### src/rtl/mixer_pkg.sv
// rtl/mixer_pkg.sv - shared sample types, default widths and scheduler states for the mixer datapath
package mixer_pkg;

    localparam int DEF_CHANNELS  = 8;
    localparam int DEF_IN_WIDTH  = 24;
    localparam int DEF_DSP_WIDTH = 36;
    localparam int DEF_HEADROOM  = 6;
    localparam int DEF_FRAC_BITS = DEF_DSP_WIDTH - DEF_IN_WIDTH - DEF_HEADROOM;

    typedef logic signed [DEF_IN_WIDTH-1:0]  sample_t;
    typedef logic signed [DEF_DSP_WIDTH-1:0] dsp_sample_t;

    typedef enum logic [1:0] {
        IDLE,
        START,
        RUN
    } sched_state_t;

endpackage

### src/rtl/sat_counter.sv
// rtl/sat_counter.sv - event counter that sticks at all-ones instead of wrapping
// clk, rst : clock and synchronous active-high reset
// inc      : count one event this cycle
// cnt      : current count
module sat_counter #(
    parameter int CNT_WIDTH = 16
) (
    input  logic                 clk,
    input  logic                 rst,
    input  logic                 inc,
    output logic [CNT_WIDTH-1:0] cnt
);

    logic [CNT_WIDTH-1:0] cnt_q, cnt_d;

    always_comb begin
        cnt_d = cnt_q;
        if (inc && !(&cnt_q)) begin
            cnt_d = cnt_q + CNT_WIDTH'(1);
        end
    end

    always_ff @(posedge clk) begin
        if (rst) begin
            cnt_q <= '0;
        end else begin
            cnt_q <= cnt_d;
        end
    end

    assign cnt = cnt_q;

endmodule

### src/rtl/saturate.sv
// rtl/saturate.sv - clamp a headroom-extended DSP sample back to the output sample width
// din  : IN_WIDTH signed value with HEADROOM integer guard bits
// dout : OUT_WIDTH saturated sample
// clip : high when din did not fit and dout was clamped
module saturate #(
    parameter int IN_WIDTH  = 36,
    parameter int HEADROOM  = 6,
    parameter int OUT_WIDTH = 24
) (
    input  logic [IN_WIDTH-1:0]  din,
    output logic [OUT_WIDTH-1:0] dout,
    output logic                 clip
);

    // Kept window sits directly below the guard bits; anything below it is fraction.
    localparam int TOP = IN_WIDTH - HEADROOM - 1;
    localparam int LSB = TOP - OUT_WIDTH + 1;

    logic              sign_bit;
    logic [HEADROOM:0] guard_bits;
    logic              unused_lsbs;

    always_comb begin
        sign_bit   = din[IN_WIDTH-1];
        guard_bits = din[IN_WIDTH-1:TOP];
        clip       = (guard_bits != {(HEADROOM + 1){sign_bit}});
        if (!clip) begin
            dout = din[TOP:LSB];
        end else if (sign_bit) begin
            dout = {1'b1, {(OUT_WIDTH - 1){1'b0}}};
        end else begin
            dout = {1'b0, {(OUT_WIDTH - 1){1'b1}}};
        end
    end

    assign unused_lsbs = ^din[LSB-1:0];

endmodule

### src/rtl/frame_scheduler.sv
// rtl/frame_scheduler.sv - per-frame DSP sequencer with input buffering, output saturation and flow accounting
// in_valid/in_bus       : new input frame, buffered in pend
// frame_tick            : output frame slot, kicks one DSP pass
// dsp_start/dsp_in      : start pulse and registered operands to the DSP core
// dsp_done/dsp_out      : DSP completion and results
// out_valid/out_bus     : saturated registered results
// clip/clip_clear       : sticky per-channel clip flags
// busy, *_cnt           : activity flag and saturating flow-error counters
module frame_scheduler #(
    parameter int CHANNELS  = mixer_pkg::DEF_CHANNELS,
    parameter int IN_WIDTH  = mixer_pkg::DEF_IN_WIDTH,
    parameter int DSP_WIDTH = mixer_pkg::DEF_DSP_WIDTH,
    parameter int HEADROOM  = mixer_pkg::DEF_HEADROOM,
    parameter int TIMEOUT   = 1024,
    parameter int CNT_WIDTH = 16
) (
    input  logic                                 clk,
    input  logic                                 rst,
    input  logic                                 in_valid,
    input  logic [CHANNELS-1:0][IN_WIDTH-1:0]    in_bus,
    input  logic                                 frame_tick,
    output logic                                 dsp_start,
    output logic [CHANNELS-1:0][DSP_WIDTH-1:0]   dsp_in,
    input  logic                                 dsp_done,
    input  logic [CHANNELS-1:0][DSP_WIDTH-1:0]   dsp_out,
    output logic [CHANNELS-1:0][IN_WIDTH-1:0]    out_bus,
    output logic                                 out_valid,
    output logic [CHANNELS-1:0]                  clip,
    input  logic                                 clip_clear,
    output logic                                 busy,
    output logic [CNT_WIDTH-1:0]                 overrun_cnt,
    output logic [CNT_WIDTH-1:0]                 underrun_cnt,
    output logic [CNT_WIDTH-1:0]                 late_cnt,
    output logic [CNT_WIDTH-1:0]                 timeout_cnt
);

    import mixer_pkg::*;

    localparam int TIMER_W = (TIMEOUT > 1) ? $clog2(TIMEOUT) : 1;
    localparam int FRAC    = DSP_WIDTH - IN_WIDTH - HEADROOM;

    sched_state_t                       state_q, state_d;
    logic [CHANNELS-1:0][IN_WIDTH-1:0]  pend_q, pend_d;
    logic                               pend_full_q, pend_full_d;
    logic [CHANNELS-1:0][DSP_WIDTH-1:0] dsp_in_q, dsp_in_d;
    logic [CHANNELS-1:0][IN_WIDTH-1:0]  out_bus_q, out_bus_d;
    logic                               out_valid_q, out_valid_d;
    logic [CHANNELS-1:0]                clip_q, clip_d;
    logic [TIMER_W-1:0]                 timer_q, timer_d;

    logic [CHANNELS-1:0][IN_WIDTH-1:0]  sat_out;
    logic [CHANNELS-1:0]                sat_clip;
    logic overrun_inc, underrun_inc, late_inc, timeout_inc;
    logic take_pend, bypass;

    function automatic logic [DSP_WIDTH-1:0] to_operand(input logic [IN_WIDTH-1:0] s);
        return {{HEADROOM{s[IN_WIDTH-1]}}, s, {FRAC{1'b0}}};
    endfunction

    for (genvar i = 0; i < CHANNELS; i++) begin : g_sat
        saturate #(
            .IN_WIDTH (DSP_WIDTH),
            .HEADROOM (HEADROOM),
            .OUT_WIDTH(IN_WIDTH)
        ) u_sat (
            .din (dsp_out[i]),
            .dout(sat_out[i]),
            .clip(sat_clip[i])
        );
    end

    always_comb begin
        state_d      = state_q;
        pend_d       = pend_q;
        pend_full_d  = pend_full_q;
        dsp_in_d     = dsp_in_q;
        out_bus_d    = out_bus_q;
        out_valid_d  = 1'b0;
        clip_d       = clip_clear ? '0 : clip_q;
        timer_d      = timer_q;
        overrun_inc  = 1'b0;
        underrun_inc = 1'b0;
        late_inc     = 1'b0;
        timeout_inc  = 1'b0;

        take_pend = (state_q == IDLE) && frame_tick && pend_full_q;
        bypass    = (state_q == IDLE) && frame_tick && !pend_full_q && in_valid;

        // A frame arriving on the transfer cycle refills pend behind the one
        // leaving, so only a genuine overwrite counts as overrun.
        if (take_pend) begin
            pend_full_d = 1'b0;
        end
        if (in_valid && !bypass) begin
            pend_d      = in_bus;
            pend_full_d = 1'b1;
            overrun_inc = pend_full_q && !take_pend;
        end

        case (state_q)
            IDLE: begin
                if (frame_tick) begin
                    if (take_pend) begin
                        for (int i = 0; i < CHANNELS; i++) dsp_in_d[i] = to_operand(pend_q[i]);
                    end else if (bypass) begin
                        for (int i = 0; i < CHANNELS; i++) dsp_in_d[i] = to_operand(in_bus[i]);
                    end else begin
                        underrun_inc = 1'b1;
                    end
                    state_d = START;
                end
            end
            START: begin
                late_inc = frame_tick;
                timer_d  = '0;
                state_d  = RUN;
            end
            RUN: begin
                late_inc = frame_tick;
                if (dsp_done) begin
                    out_bus_d   = sat_out;
                    out_valid_d = 1'b1;
                    clip_d      = clip_d | sat_clip;
                    state_d     = IDLE;
                end else if (timer_q == TIMER_W'(TIMEOUT - 1)) begin
                    timeout_inc = 1'b1;
                    state_d     = IDLE;
                end else begin
                    timer_d = timer_q + TIMER_W'(1);
                end
            end
            default: state_d = IDLE;
        endcase
    end

    always_ff @(posedge clk) begin
        if (rst) begin
            state_q     <= IDLE;
            pend_q      <= '0;
            pend_full_q <= 1'b0;
            dsp_in_q    <= '0;
            out_bus_q   <= '0;
            out_valid_q <= 1'b0;
            clip_q      <= '0;
            timer_q     <= '0;
        end else begin
            state_q     <= state_d;
            pend_q      <= pend_d;
            pend_full_q <= pend_full_d;
            dsp_in_q    <= dsp_in_d;
            out_bus_q   <= out_bus_d;
            out_valid_q <= out_valid_d;
            clip_q      <= clip_d;
            timer_q     <= timer_d;
        end
    end

    sat_counter #(.CNT_WIDTH(CNT_WIDTH)) u_overrun  (.clk(clk), .rst(rst), .inc(overrun_inc),  .cnt(overrun_cnt));
    sat_counter #(.CNT_WIDTH(CNT_WIDTH)) u_underrun (.clk(clk), .rst(rst), .inc(underrun_inc), .cnt(underrun_cnt));
    sat_counter #(.CNT_WIDTH(CNT_WIDTH)) u_late     (.clk(clk), .rst(rst), .inc(late_inc),     .cnt(late_cnt));
    sat_counter #(.CNT_WIDTH(CNT_WIDTH)) u_timeout  (.clk(clk), .rst(rst), .inc(timeout_inc),  .cnt(timeout_cnt));

    assign dsp_start = (state_q == START);
    assign busy      = (state_q != IDLE);
    assign dsp_in    = dsp_in_q;
    assign out_bus   = out_bus_q;
    assign out_valid = out_valid_q;
    assign clip      = clip_q;

endmodule

### config.mk
export PLATFORM = sky130hd
export DESIGN_NAME = frame_scheduler
export DESIGN_NICKNAME = d
export VERILOG_FILES = /design/src/rtl/mixer_pkg.sv /design/src/rtl/sat_counter.sv /design/src/rtl/saturate.sv /design/src/rtl/frame_scheduler.sv
export SDC_FILE = /design/constraint.sdc
export NUM_CORES = 1
export LEC_CHECK = 0
export ABC_AREA = 1
export CAP_MARGIN = 10
export CORE_AREA = 2 2 407 409
export CTS_BUF_LIST = sky130_fd_sc_hd__clkbuf_2
export CTS_CLUSTER_SIZE = 12
export DETAILED_ROUTE_END_ITERATION = 8
export DIE_AREA = 0 0 409 411
export GPL_TIMING_DRIVEN = 0
export PLACE_DENSITY = 0.4
export SLEW_MARGIN = 10
export SYNTH_ARGS = -nofsm -noshare
export SYNTH_HDL_FRONTEND = slang
export SYNTH_SLANG_ARGS = --single-unit
### constraint.sdc
create_clock -name clk -period 5.2 [get_ports clk]
set_clock_uncertainty 0.2 [all_clocks]
set_input_delay 0.78 -clock clk [delete_from_list [all_inputs] [get_ports clk]]
set_output_delay 0.78 -clock clk [all_outputs]
set_load 0.005 [all_outputs]
==> flow_summary_export.csv <==
group,metric,value,unit
clock_network,clk_pin_slew_worst_paths,0.10,ns
worst_setup_path,crit_arrival,5.74,ns
synthesis,ys_ff_latch,662,
worst_setup_path,end_kind,"flop",
synthesis,synth_cell_types,34,
worst_setup_path,worstSetupPathType,"primary input to flop",
synthesis,syn_avg_cell_area,7.485,sq um
clock_network,cts_max_path_buffers,3,
place,hpwlAfterDp,122200,um
timing,hold_violations,0,
final_layout,num-nets-final,6365,
final_layout,syn_to_final_growth,93.29,%
floorplan,row_count,149,
synthesis,synth_compound_area_share,18.71,%
floorplan,core_area,0.1639,sq mm
clock_network,tritoncts,"built",
drt,drc,0,
synthesis,seq_area_frac_synth,49.32,%
timing,slew_headroom,22.36,%
clock_network,cts_resized,0,
worst_setup_path,crit_required,6.51,ns
clock_network,cts_sinks,662,
timing,tns,0,ns
timing,maxSlewViolCount,0,
worst_setup_path,cp_max_fo,10,
drt,drt-initial-drc-count,1604,
timing,fmax,225.9,MHz
floorplan,fp.dieArea,0.1681,sq mm
global_route,grt_pass1_vias,34010,
run_status,status,"complete, no violations",
synthesis,synth_top_family_by_area,"simple AND/OR/NAND/NOR gates",
timing,fin_crit_sh,85.11,%
worst_setup_path,startpoint_type,"primary input",
floorplan,io_pins,1041,
clock_network,cts-root-buf,"clkbuf_2",
global_route,grt_pass1_wl,230800,um
place,portBuffers,944,
drt,finalWirelength,162500,um
hold_path,hp-class,"flop to flop",
global_route,grt_antenna_before_repair,24,
timing,setup_viol,0,
drt,vias_per_cell,4.099,
power_and_ir_drop,leakagePower,0.01951,uW
floorplan,die_x,409,um
synthesis,synth_mux_area_share,0,%
global_route,grt_start_max_net_pins,18,
power_and_ir_drop,power_density,248.8,mW/mm^2
clock_network,clkLatencyLatePin,1.56,ns
drt,vias,33690,
global_route,grt_overflow,0,
drt,first_pass_iters,5,
floorplan,fp.dieH,411,um
synthesis,ys_warn_count,0,
synthesis,synth_cells,3590,
floorplan,start_util,16.40,%
timing,tightest_slew,1.165,ns
place,gp_congestion,0.9004,
power_and_ir_drop,ir_worst_vdd,0.1880,mV
drt,avgRoutedWirePerCell,19.77,um
final_layout,final_cell_mix,"1091 x dlygate4sd3_1, 944 x clkdlybuf4s50_1, 872 x nand2_1",
clock_network,cts_max_level,4,
clock_network,numCtsBuffers,196,
final_layout,final_common_cell,"dlygate4sd3_1",
timing,fin_crit,4.426,ns
drt,ant_nets,0,
timing,rsz0062_at_grt,"no",
final_layout,fillers,17680,
power_and_ir_drop,power.total,12920,uW
global_route,grt_use_total,18.62,%
synthesis,synth_xor_area_share,0.8801,%
synthesis,yosys.area_share.simple,22.25,%
run,cap_violations,0,
final_layout,regArea,0.01325,sq mm
synthesis,synth_area,0.02687,sq mm
final_layout,drive_above_1_share,9.600,%
final_layout,multi_input_area,0.01154,sq mm
synthesis,synth_fa_ha_area_share,0.4191,%
-- path summary, 6_finish.rpt --
check          startpoint            to  slack [ns]  depth (start not counted)
max reg2reg    state_q[0]  out_bus[104]        2.12                          9
min           pend_q[168]   dsp_in[258]        0.19                          2
min reg2reg   pend_q[168]   dsp_in[258]        0.19                          2
max          dsp_out[215]  out_bus[135]        0.77                         11
-- kinds of logic after synthesis --
logic type | count (synthesis)
and+or+nand+nor | 1526
AOI/OAI and AO/OA | 930
DFF | 662
buffers and inverters | 435
xor gates and xnor gates | 27
adders and majority gates | 9
other | 1
-- cells in the mapped netlist --
master    instances  area [sq um]
inv_1            90         337.8
xor2_1           12         105.1
nand2_4           1         11.26
nor3b_1           1         7.510
buf_6             4         45.04
o22ai_1          16         100.1
a21oi_2           2         17.52
buf_2           121         605.6
nand3_4           1         17.52
buf_4           118         885.9
nand2_2           6         37.54
a21oi_1         325          1627
o21ai_0         394          1972
nor3_1            4         20.02
dfxtp_1         662         13250
o31ai_1           1         7.510
nand3_1          48         240.2
buf_1             5         18.77
nor2_4            5         56.30
conb_1            1         3.750
inv_2             5         18.77
nand4_1          28         175.2
clkinv_2          1         5.000
ha_1              9         112.6
nor2_1          549          2061
nand3_2           1         10.01
clkbuf_1         91         341.6
nand4_2           1         12.51
or2_2             3         18.77
nor2_2            6         37.54
a31oi_1         109         681.9
nand2_1         872          3273
a22oi_1          83         623.1
xnor2_1          15         131.4
-- sequential cells by signal (all words and copies together), names as in the netlist, 8 cells and up --
name            count
pend_q            192
timer_q            10
u_timeout.cnt      16
u_underrun.cnt     16
u_late.cnt         16
out_bus           192
dsp_in            192
clip                8
u_overrun.cnt      16
-- per-stage QoR --
step | worst slack [ns] | cell area [sq um] | hold slack (ns) | utilization, % | instances
6_report | 0.7742 | 51940 | 0.1897 | 31.69 | 8219
5_1_grt | 0.7982 | 51920 | 0.04560 | 31.68 | 8210
3_5_place_dp | 0.4287 | 39240 | 0.2541 | 23.94 | 6770
3_3_place_gp | 0.4210 | 39240 | 0.2521 | 23.94 | 6770
4_1_cts | 0.8121 | 51860 | 0.0001041 | 31.65 | 8189
2_1_floorplan | 3.242 | 27050 | 0.2371 | - | 3637
-- routing by layer --
| layer | global-route usage (%) | share of wire, % | vias up |
|---|---|---|---|
| met5 | 0 | 0.035 | - |
| met4 | 9.123 | 5.0 | 8 |
| met3 | 5.230 | 6.8 | 296 |
| met2 | 32.84 | 49 | 1135 |
| met1 | 20.45 | 39 | 15800 |
| li1 | - | - | 16460 |
-- critical path: stages --
cell and delay [ns]:
dlygate4sd3_1 0.55, clkdlybuf4s50_1 0.77, nand4_1 0.14, dlygate4sd3_1 0.59, o22ai_1 0.58, dlygate4sd3_1 0.69
buf_2 0.25, nand2_1 0.10, dlygate4sd3_1 0.60, a21oi_1 0.13, dlygate4sd3_1 0.55
-- area by class of cell --
cell class | instances | share of cell area, %
clock inverter | 45 | 0.5589
sequential | 662 | 25.52
tap | 2189 | 5.273
clock buffer | 283 | 2.727
buffer | 339 | 3.654
inverter | 96 | 0.6962
timing repair buffer | 2035 | 39.22
antenna | 30 | 0.1445
multi-input combinational | 2540 | 22.21
-- where the power goes --
| part | internal (uW) | total, uW | leakage, uW | switching, uW |
|---|---|---|---|---|
| clock network | 1540 | 4080 | 0.00130 | 2540 |
| logic | 1630 | 3120 | 0.0128 | 1490 |
| registers | 5460 | 5720 | 0.00540 | 262 |
-- repair_timing --
action                                   CTS  global route
hold endpoints to repair                 639             0
endpoints found under the setup margin     0             0
buffers inserted                           0             0
hold buffers                            1091             0
Power figures use the tool's default switching activity.
